`src/rtl/hazard_ctrl.sv`:
```
`default_nettype none
// ============================================================================
// Module   : hazard_ctrl
// Purpose  : Pipeline hazard controller for the ID/EX stage register and the
//            upstream PC / IF/ID stages.
//            - Detects RAW hazards between the decode sources and the EXE/MEM
//              destinations and raises stall.
//            - Sequences multi-cycle data-memory accesses and raises
//              superStall while a wait is in progress.
//            - Squashes the front end with flush on a taken branch.
//            - Keeps a saturating count of frozen cycles for debug.
// Revision : 1.0 - initial release
// ----------------------------------------------------------------------------
// Build option:
//   FORWARDING_EN  defined   : only load-use hazards against EXE stall.
//                  undefined : any pending EXE or MEM writer stalls.
// ----------------------------------------------------------------------------
// Parameters:
//   MEM_LATENCY  total data-memory access cycles per request (1..255)
//   CNT_W        width of the stall-cycle statistic counter
// ----------------------------------------------------------------------------
// Ports:
//   clk           in   rising-edge clock
//   rst           in   synchronous, active-low reset
//   id_valid      in   decode stage holds a real instruction
//   id_src1       in   decode source register 1
//   id_src2       in   decode source register 2
//   id_src2_used  in   src2 is actually read
//   exe_dest      in   EXE-stage destination register
//   exe_WB_En     in   EXE-stage instruction writes back
//   exe_MEM_R_En  in   EXE-stage instruction is a load
//   mem_dest      in   MEM-stage destination register
//   mem_WB_En     in   MEM-stage instruction writes back
//   mem_req       in   MEM stage starts a data-memory access this cycle
//   branch_taken  in   EXE resolved a taken branch
//   stall         out  hold ID/EX, PC and IF/ID for a data hazard
//   superStall    out  hold the whole front end during a memory wait
//   flush         out  squash IF/ID and ID/EX contents
//   freeze_front  out  stall | superStall (PC and IF/ID enable)
//   mem_busy      out  FSM is in WAIT
//   stall_cycles  out  saturating count of cycles with freeze_front=1
// ============================================================================
module hazard_ctrl #(
   parameter int MEM_LATENCY = 6,
   parameter int CNT_W       = 16
) (
   input  logic             clk,
   input  logic             rst,
   input  logic             id_valid,
   input  logic [4:0]       id_src1,
   input  logic [4:0]       id_src2,
   input  logic             id_src2_used,
   input  logic [4:0]       exe_dest,
   input  logic             exe_WB_En,
   input  logic             exe_MEM_R_En,
   input  logic [4:0]       mem_dest,
   input  logic             mem_WB_En,
   input  logic             mem_req,
   input  logic             branch_taken,
   output logic             stall,
   output logic             superStall,
   output logic             flush,
   output logic             freeze_front,
   output logic             mem_busy,
   output logic [CNT_W-1:0] stall_cycles
);

   // -------------------------------------------------------------------------
   // Constants
   // -------------------------------------------------------------------------
   typedef enum logic [0:0] {
      IDLE = 1'b0,
      WAIT = 1'b1
   } state_t;

   // The request cycle itself is held whenever the access takes more than one
   // cycle; the final access cycle is never held. That leaves MEM_LATENCY-2
   // cycles to be covered by WAIT.
   localparam bit         C_HOLD_REQ  = (MEM_LATENCY > 1);
   localparam bit         C_USE_WAIT  = (MEM_LATENCY > 2);
   localparam logic [7:0] C_WAIT_LOAD = C_USE_WAIT ? 8'(MEM_LATENCY - 2) : 8'd0;

   // -------------------------------------------------------------------------
   // Registers
   // -------------------------------------------------------------------------
   state_t           state_q, state_d;
   logic [7:0]       cnt_q, cnt_d;          // WAIT cycles still to be spent
   logic [CNT_W-1:0] stall_cycles_q, stall_cycles_d;

   // -------------------------------------------------------------------------
   // Combinational wires
   // -------------------------------------------------------------------------
   logic w_src1_live;
   logic w_src2_live;
   logic w_exe_hit;
   logic w_mem_hit;
   logic w_hazard;
   logic w_super_raw;
   logic w_flush_raw;
   logic w_stall_raw;

   // Register 0 is hard-wired, so it never carries a dependency.
   function automatic logic match(input logic [4:0] r, input logic [4:0] d);
      return (r == d) && (d != 5'd0);
   endfunction

   // -------------------------------------------------------------------------
   // RAW hazard detection
   // -------------------------------------------------------------------------
   always_comb begin
      w_src1_live = id_valid;
      w_src2_live = id_valid & id_src2_used;

      w_exe_hit = (w_src1_live & match(id_src1, exe_dest)) |
                  (w_src2_live & match(id_src2, exe_dest));
      w_mem_hit = (w_src1_live & match(id_src1, mem_dest)) |
                  (w_src2_live & match(id_src2, mem_dest));

`ifdef FORWARDING_EN
      // Results from EXE and MEM are forwarded; only a load in EXE cannot
      // supply its data in time for the dependent instruction.
      w_hazard = exe_MEM_R_En & exe_WB_En & w_exe_hit;
`else
      // No bypass network: any writer still in flight must retire first.
      w_hazard = (exe_WB_En & w_exe_hit) | (mem_WB_En & w_mem_hit);
`endif
   end

   // -------------------------------------------------------------------------
   // Memory-wait FSM: next state
   // -------------------------------------------------------------------------
   always_comb begin
      state_d = state_q;
      cnt_d   = cnt_q;

      unique case (state_q)
         IDLE: begin
            if (mem_req && C_USE_WAIT) begin
               state_d = WAIT;
               cnt_d   = C_WAIT_LOAD;
            end
         end
         WAIT: begin
            // mem_req is ignored here; the in-flight access owns the port.
            if (cnt_q <= 8'd1) begin
               state_d = IDLE;
               cnt_d   = 8'd0;
            end else begin
               cnt_d = cnt_q - 8'd1;
            end
         end
         default: begin
            state_d = IDLE;
            cnt_d   = 8'd0;
         end
      endcase
   end

   // -------------------------------------------------------------------------
   // Control outputs. Priority: superStall > flush > stall, so at most one is
   // ever high. A branch seen during a wait stays parked in EXE and its flush
   // fires on the first cycle the wait releases.
   // -------------------------------------------------------------------------
   always_comb begin
      w_super_raw = ((state_q == IDLE) & mem_req & C_HOLD_REQ) |
                    (state_q == WAIT);
      w_flush_raw = branch_taken & ~w_super_raw;
      w_stall_raw = w_hazard & ~w_flush_raw & ~w_super_raw;

      // Everything is held quiet while reset is asserted.
      superStall   = rst & w_super_raw;
      flush        = rst & w_flush_raw;
      stall        = rst & w_stall_raw;
      freeze_front = stall | superStall;
      mem_busy     = rst & (state_q == WAIT);
   end

   // -------------------------------------------------------------------------
   // Stall-cycle statistic (saturating)
   // -------------------------------------------------------------------------
   always_comb begin
      stall_cycles_d = stall_cycles_q;
      if (freeze_front && (stall_cycles_q != {CNT_W{1'b1}})) begin
         stall_cycles_d = stall_cycles_q + {{(CNT_W-1){1'b0}}, 1'b1};
      end
   end

   assign stall_cycles = stall_cycles_q;

   // -------------------------------------------------------------------------
   // State registers
   // -------------------------------------------------------------------------
   always_ff @(posedge clk) begin
      if (!rst) begin
         state_q        <= IDLE;
         cnt_q          <= 8'd0;
         stall_cycles_q <= '0;
      end else begin
         state_q        <= state_d;
         cnt_q          <= cnt_d;
         stall_cycles_q <= stall_cycles_d;
      end
   end

endmodule
`default_nettype wire

```
`config.mk`:
```
export PLATFORM = sky130hd
export DESIGN_NAME = hazard_ctrl
export DESIGN_NICKNAME = d
export VERILOG_FILES = /design/src/rtl/hazard_ctrl.sv
export SDC_FILE = /design/constraint.sdc
export NUM_CORES = 1
export LEC_CHECK = 0
export CAP_MARGIN = 20
export CORE_UTILIZATION = 45
export DETAILED_ROUTE_END_ITERATION = 8
export PLACE_DENSITY = 0.89
export SETUP_SLACK_MARGIN = 0.4
export SYNTH_ARGS = -nofsm -noshare
export SYNTH_HDL_FRONTEND = slang
export SYNTH_SLANG_ARGS = --single-unit
```
`constraint.sdc`:
```
create_clock -name clk -period 2.9 [get_ports clk]
set_input_delay 0.29 -clock clk [delete_from_list [all_inputs] [get_ports clk]]
set_output_delay 0.29 -clock clk [all_outputs]
set_load 0.02 [all_outputs]
```
==> impl_metrics.json, run 1 <==
{
  "status": "finished clean",
  "pin_count": 50,
  "hold_start": "stall_cycles[7]$_SDFFE_PN0P_",
  "place_congestion": 0.827,
  "coreArea_um2": 3340,
  "via_count": 1680,
  "reg2reg_slack_ns": 0.57,
  "fp.dieArea_um2": 3730,
  "synth_seq_area_share_pct": 31.9,
  "grt_first_pass_wirelength_um": 6480,
  "holdPathEnd": "stall_cycles[7]$_SDFFE_PN0P_",
  "drive_above_1_share_pct": 7.05,
  "required_ns": 2.61,
  "overflow": 0,
  "p_total_uw": 855,
  "rr_worst_depth": 7,
  "clock.fmax_mhz": 414,
  "final_area_um2": 2140,
  "worst_ep_arrival_time_ns": 2.12,
  "cts_hold_repair.buffers": 0,
  "fill_cells": 301,
  "routed_wl_um": 4190,
  "synth_area_leaders": "dfxtp_1 32%, xnor2_1 11%, a21oi_1 4.8%",
  "met2_usage_pct": 39.1,
  "setup_viol": 0,
  "viasPerCell": 5.85,
  "period_share_pct": 83.2,
  "hold_depth": 2,
  "syn_avg_cell_area_um2": 8.17,
  "cpPeakStageDelay_ns": 0.47,
  "leakagePower_uw": 0.000725,
  "dr.pass1.iters": 4,
  "wire_per_inst_um": 14.6,
  "synth_flop_cell": "dfxtp_1",
  "fin_crit_ns": 2.41,
  "synth-edff-count": 0,
  "critical_path.startpoint_type": "input pin",
  "yosysMostFrequentCell": "dfxtp_1",
  "chipHeight_um": 61.1,
  "syn_nets": 224,
  "die_w_um": 61.1,
  "rsz0062_at_grt": "no",
  "antennaDiodeCount": 0,
  "hpwl_um": 3090,
  "antenna_found_initial": 0,
  "finalWorstSetupSlack_ns": 0.487,
  "cts-root-buf": "clkbuf_4",
  "synth-async-reset-ratio_pct": 0,
  "io_buffers": 48,
  "met1_usage_pct": 29.1,
  "reg2reg_from": "state_q$_SDFF_PN0_",
  "critPathKind": "input pin to output pin",
  "start_util_pct": 47.0,
  "multi_input_area_um2": 1010,
  "clkSinkCount": 25,
  "fin_worst_skew_ns": 0.00427,
  "ant_nets": 0,
  "crit_path_end_kind": "output pin",
  "grt_pass1_vias": 1527,
  "crit_path_cell_trace": "clkdlybuf4s50_1 > or3_1 > o311a_2 > a221oi_4 > inv_1 > clkbuf_2",
  "post_cts_buffers": 0,
  "clk_pin_slew_ns": 0.14,
  "grt-busiest-layer": "met2",
  "ir_drop_v": 0.000233,
  "rows": 21,
  "syn_area_um2": 1570,
  "hold_viol_final": 0,
  "grt_use_met3_pct": 2.73,
  "slowest_stage": "clkdlybuf4s50_1",
  "clk_latency_ns": 0.33,
  "cts_tree": "done",
  "slew_headroom_pct": 48.4,
  "ctsResizeCount": 2,
  "powerDensity_nw_per_um2": 400,
  "cp_max_fo": 3,
  "grtUsageTotal_pct": 23.1,
  "maxSlewViolCount": 0,
  "synth_top_cells_by_count": "25 x dfxtp_1, 20 x xnor2_1, 15 x a21oi_1",
  "synth.ff_latch_count": 25,
  "post_synth_num_cell_types": 41,
  "r2r-end": "stall_cycles[14]$_SDFFE_PN0P_",
  "grt_max_degree": 26,
  "worst_slew_pin_slew_ns": 0.766,
  "fin_setup_tns_ns": 0,
  "post_dp_cell_area_um2": 2100,
  "cts_made_buffers": 3,
  "cts_max_path_buffers": 2,
  "min_path_type": "register to register",
  "nets": 274,
  "synth_top_cell_by_area": "dfxtp_1",
  "yosys_warnings": 0,
  "place_ws_ns": 0.0971,
  "htreeDepth": 1,
  "max_cap_viol_count": 0,
  "syn_to_final_growth_pct": 36.1,
  "first_iter_violations": 52,
  "seq_area_um2": 500,
  "synth_top_area_share_pct": 31.9,
  "synthCells": 192,
  "drc": 0
}
[placed cells by master, fill, tap and decap left out, drive strengths merged, types with 8 or more instances in the layout]
cell           netlist  final
or4                  8      8
a21oi               15     15
dfxtp               25     25
clkdlybuf4s50        0     46
nor2                13     13
nand3               13     13
o31ai                8      8
xnor2               20     20
nand2               14     14
o21ai               10     10
[cells by family after synthesis]
kind of cell	count (synthesis)	synth area share (%)
DFF	25	31.9
AOI/OAI and AO/OA	51	21.9
muxes	3	1.91
and+or+nand+nor	75	26.2
xor gates and xnor gates	20	11.2
buffers and inverters	15	4.54
adders and majority gates	3	2.39
[layer usage]
metal	wire [um]	share of wire (%)
met5	0	0
met2	1940	46
met1	1880	45
met4	66	1.6
met3	294	7.0
[critical path, delay by kind of cell]
family | cells | cell delay (ns)
and+or+nand+nor | 1 | 0.39
AOI/OAI and AO/OA | 2 | 0.68
buffers and inverters | 3 | 0.76
[where the power goes]
part | total [uW] | switching (uW) | internal [uW] | leakage [uW]
clock | 161 | 107 | 54.0 | 0.0000150
combinational | 301 | 158 | 143 | 0.000508
sequential | 394 | 25.5 | 368 | 0.000203
[flip-flops by register name, indices dropped and copies added (netlist names)]
name and count:
stall_cycles 16, state_q 1, cnt_q 8
[per-stage QoR]
stage / std cells / hold WS, ns / utilization [%]
finish: 287 / 0.494 / 64.0
CTS: 287 / 0.501 / 63.7
floorplan: 192 / 0.450 / -
global placement: 283 / 0.463 / 63.0
global route: 287 / 0.519 / 64.0
detailed placement: 283 / 0.483 / 63.0
[worst max-delay path by stage]
| stage | startpoint | end | slack, ns | cells past startpoint |
|---|---|---|---|---|
| global placement | exe_dest[0] | freeze_front | 0.12 | 6 |
| CTS | exe_dest[0] | freeze_front | 0.31 | 6 |
| detailed placement | exe_dest[0] | freeze_front | 0.1 | 6 |
| floorplan | stall_cycles[4]$_SDFFE_PN0P_ | stall_cycles[1]$_SDFFE_PN0P_ | 0.71 | 9 |
| global route | exe_dest[0] | freeze_front | 0.40 | 6 |
| finish | exe_dest[0] | freeze_front | 0.49 | 6 |
[area by class of cell]
type | instances | area share [%]
timing repair buffer | 54 | 24.3
sequential | 25 | 23.4
inverter | 6 | 1.05
clock buffer | 4 | 1.23
multi-input combinational | 152 | 47.3
tap | 46 | 2.69
Power figures use the tool's default switching activity.
==> inputs of run 2 (changes only) <==
CORE_UTILIZATION = 42   (was 45)
PLACE_DENSITY = 0.88   (was 0.89)
clock period = 2.2 ns   (was 2.9 ns; I/O delays follow)
==> run 2 against run 1 <==
  * Clock power rose by 74%
  * Clock skew rose by 0.0011 ns
  * Sequential power rose by 34%
  * Final cell count rose by 6.3%
  * Critical path depth rose by 1
  * Cell area rose by 16%
  * Utilization rose by 7.6 points
==> impl_metrics.json, run 2 (synthesis results as in run 1) <==
{
  "status": "finished clean",
  "worst_ep_arrival_time_ns": 2.35,
  "max_cap_viol_count": 0,
  "cts_tree": "done",
  "cts-root-buf": "clkbuf_8",
  "overflow": 0,
  "finalWorstSetupSlack_ns": 0.0511,
  "fin_crit_ns": 2.15,
  "rsz0062_at_grt": "yes",
  "leakagePower_uw": 0.000915,
  "fill_cells": 259,
  "ant_nets": 0,
  "fin_worst_skew_ns": 0.00539,
  "fin_hold_ws_ns": 0.475,
  "fp.dieArea_um2": 3980,
  "hold_depth": 1,
  "hpwl_um": 3160,
  "top_layer": "met4",
  "grt_pass1_vias": 1698,
  "final_area_um2": 2480,
  "io_buffers": 48,
  "worst_slew_pin_slew_ns": 0.382,
  "cts_made_buffers": 3,
  "slew_headroom_pct": 74.5,
  "antennaDiodeCount": 0,
  "clk_latency_ns": 0.27,
  "viasPerCell": 5.98,
  "wire_per_inst_um": 16.6,
  "p_total_uw": 1300,
  "ir_drop_v": 0.000513,
  "min_path_type": "register to register",
  "required_ns": 2.40,
  "crit_path_cell_trace": "or3b_4 > nor3b_4 > o311a_4 > a221oi_4 > buf_4 > or4_1 > a21oi_1",
  "chipHeight_um": 63.1,
  "drive_above_1_share_pct": 27.8,
  "cts_hold_repair.buffers": 0,
  "post_dp_cell_area_um2": 2250,
  "drc": 0,
  "mostFrequentLayoutCells": "21 x clkdlybuf4s50_1, 20 x xnor2_1, 19 x buf_4",
  "grt_first_pass_wirelength_um": 8000,
  "clk_pin_slew_ns": 0.09,
  "place_congestion": 0.853,
  "hold_viol_final": 0,
  "htreeDepth": 1,
  "via_count": 1825,
  "grt_max_degree": 25,
  "dr.pass1.iters": 5,
  "powerDensity_nw_per_um2": 523,
  "rows": 21,
  "multi_input_area_um2": 1200,
  "coreArea_um2": 3470,
  "syn_to_final_growth_pct": 58.3,
  "crit_path_end_kind": "register",
  "period_share_pct": 97.7,
  "largest_register_ffs": 16,
  "cts_max_path_buffers": 2,
  "first_iter_violations": 90,
  "routed_wl_um": 5050,
  "met1_length_um": 2110,
  "mostFrequentLayoutCell": "clkdlybuf4s50_1",
  "slowest_stage": "or4_1",
  "clkSinkCount": 25,
  "critical_path.startpoint_type": "register",
  "setup_viol": 0,
  "seq_area_um2": 514,
  "start_util_pct": 45.2,
  "cp_max_fo": 6,
  "wl_met2_um": 2470,
  "clock.fmax_mhz": 465,
  "nets": 292,
  "rr_worst_depth": 7,
  "wl_met3_um": 374,
  "critPathKind": "register to register",
  "grtUsageTotal_pct": 25.2,
  "maxSlewViolCount": 0,
  "die_w_um": 63.1,
  "place_ws_ns": -0.456,
  "pin_count": 50,
  "antenna_found_initial": 0,
  "cpPeakStageDelay_ns": 0.41,
  "fin_setup_tns_ns": 0
}
run 2: changes by cell type in the layout (fill, tap and decap cells not counted), sizes merged:
cell	before	now
clkdlybuf4s50	46	21
clkbuf	5	4
clkinvlp	0	1
dlygate4sd2	1	15
buf	6	31
dlymetal6s2s	0	3
inv	5	4
clkinv	1	2
and4	3	4
run 2: worst max-delay path: cells and delay by family, from the launching register on:
| family | cells | cell delay [ns] |
|---|---|---|
| and+or+nand+nor | 3 | 1.03 |
| buffers and inverters | 1 | 0.19 |
| AOI/OAI and AO/OA | 3 | 0.50 |
| DFF | 1 | 0.34 |
run 2: routing by layer:
metal / up-vias / track usage [%]
met2: 90 / 40.7
met4: 0 / 8.14
met1: 858 / 34.4
met3: 12 / 3.08
li1: 865 / -
met5: - / 0
run 2: final timing paths:
check	end	slack [ns]	from
hold reg to reg	stall_cycles[6]$_SDFFE_PN0P_	0.48	stall_cycles[6]$_SDFFE_PN0P_
setup / recovery	stall_cycles[14]$_SDFFE_PN0P_	0.05	state_q$_SDFF_PN0_
setup reg to reg	stall_cycles[14]$_SDFFE_PN0P_	0.05	state_q$_SDFF_PN0_
hold / removal	stall_cycles[6]$_SDFFE_PN0P_	0.48	stall_cycles[6]$_SDFFE_PN0P_
run 2: cell type report:
class	count	share of cell area (%)
timing repair buffer	71	25.6
clock buffer	3	1.66
multi-input combinational	153	48.4
tap	46	2.32
inverter	6	1.06
sequential	25	20.7
clock inverter	1	0.202
run 2: report_power, final:
part / leakage [uW] / total, uW / internal (uW) / switching [uW]
clock network: 0.0000255 / 280 / 127 / 153
logic: 0.000683 / 494 / 232 / 262
registers: 0.000206 / 527 / 487 / 40.1
run 2: what timing repair did:
item,CTS,global route
pin swaps,23,11
setup buffers,3,2
gates cloned,2,1
endpoints found under the setup margin,25,25
resized for setup,76,21
run 2: through the flow:
stage / std cells / util, %
after floorplan: 192 / -
after global placement: 293 / 64.8
after detailed placement: 293 / 64.8
after CTS: 302 / 68.5
after global routing: 305 / 71.6
final: 305 / 71.6
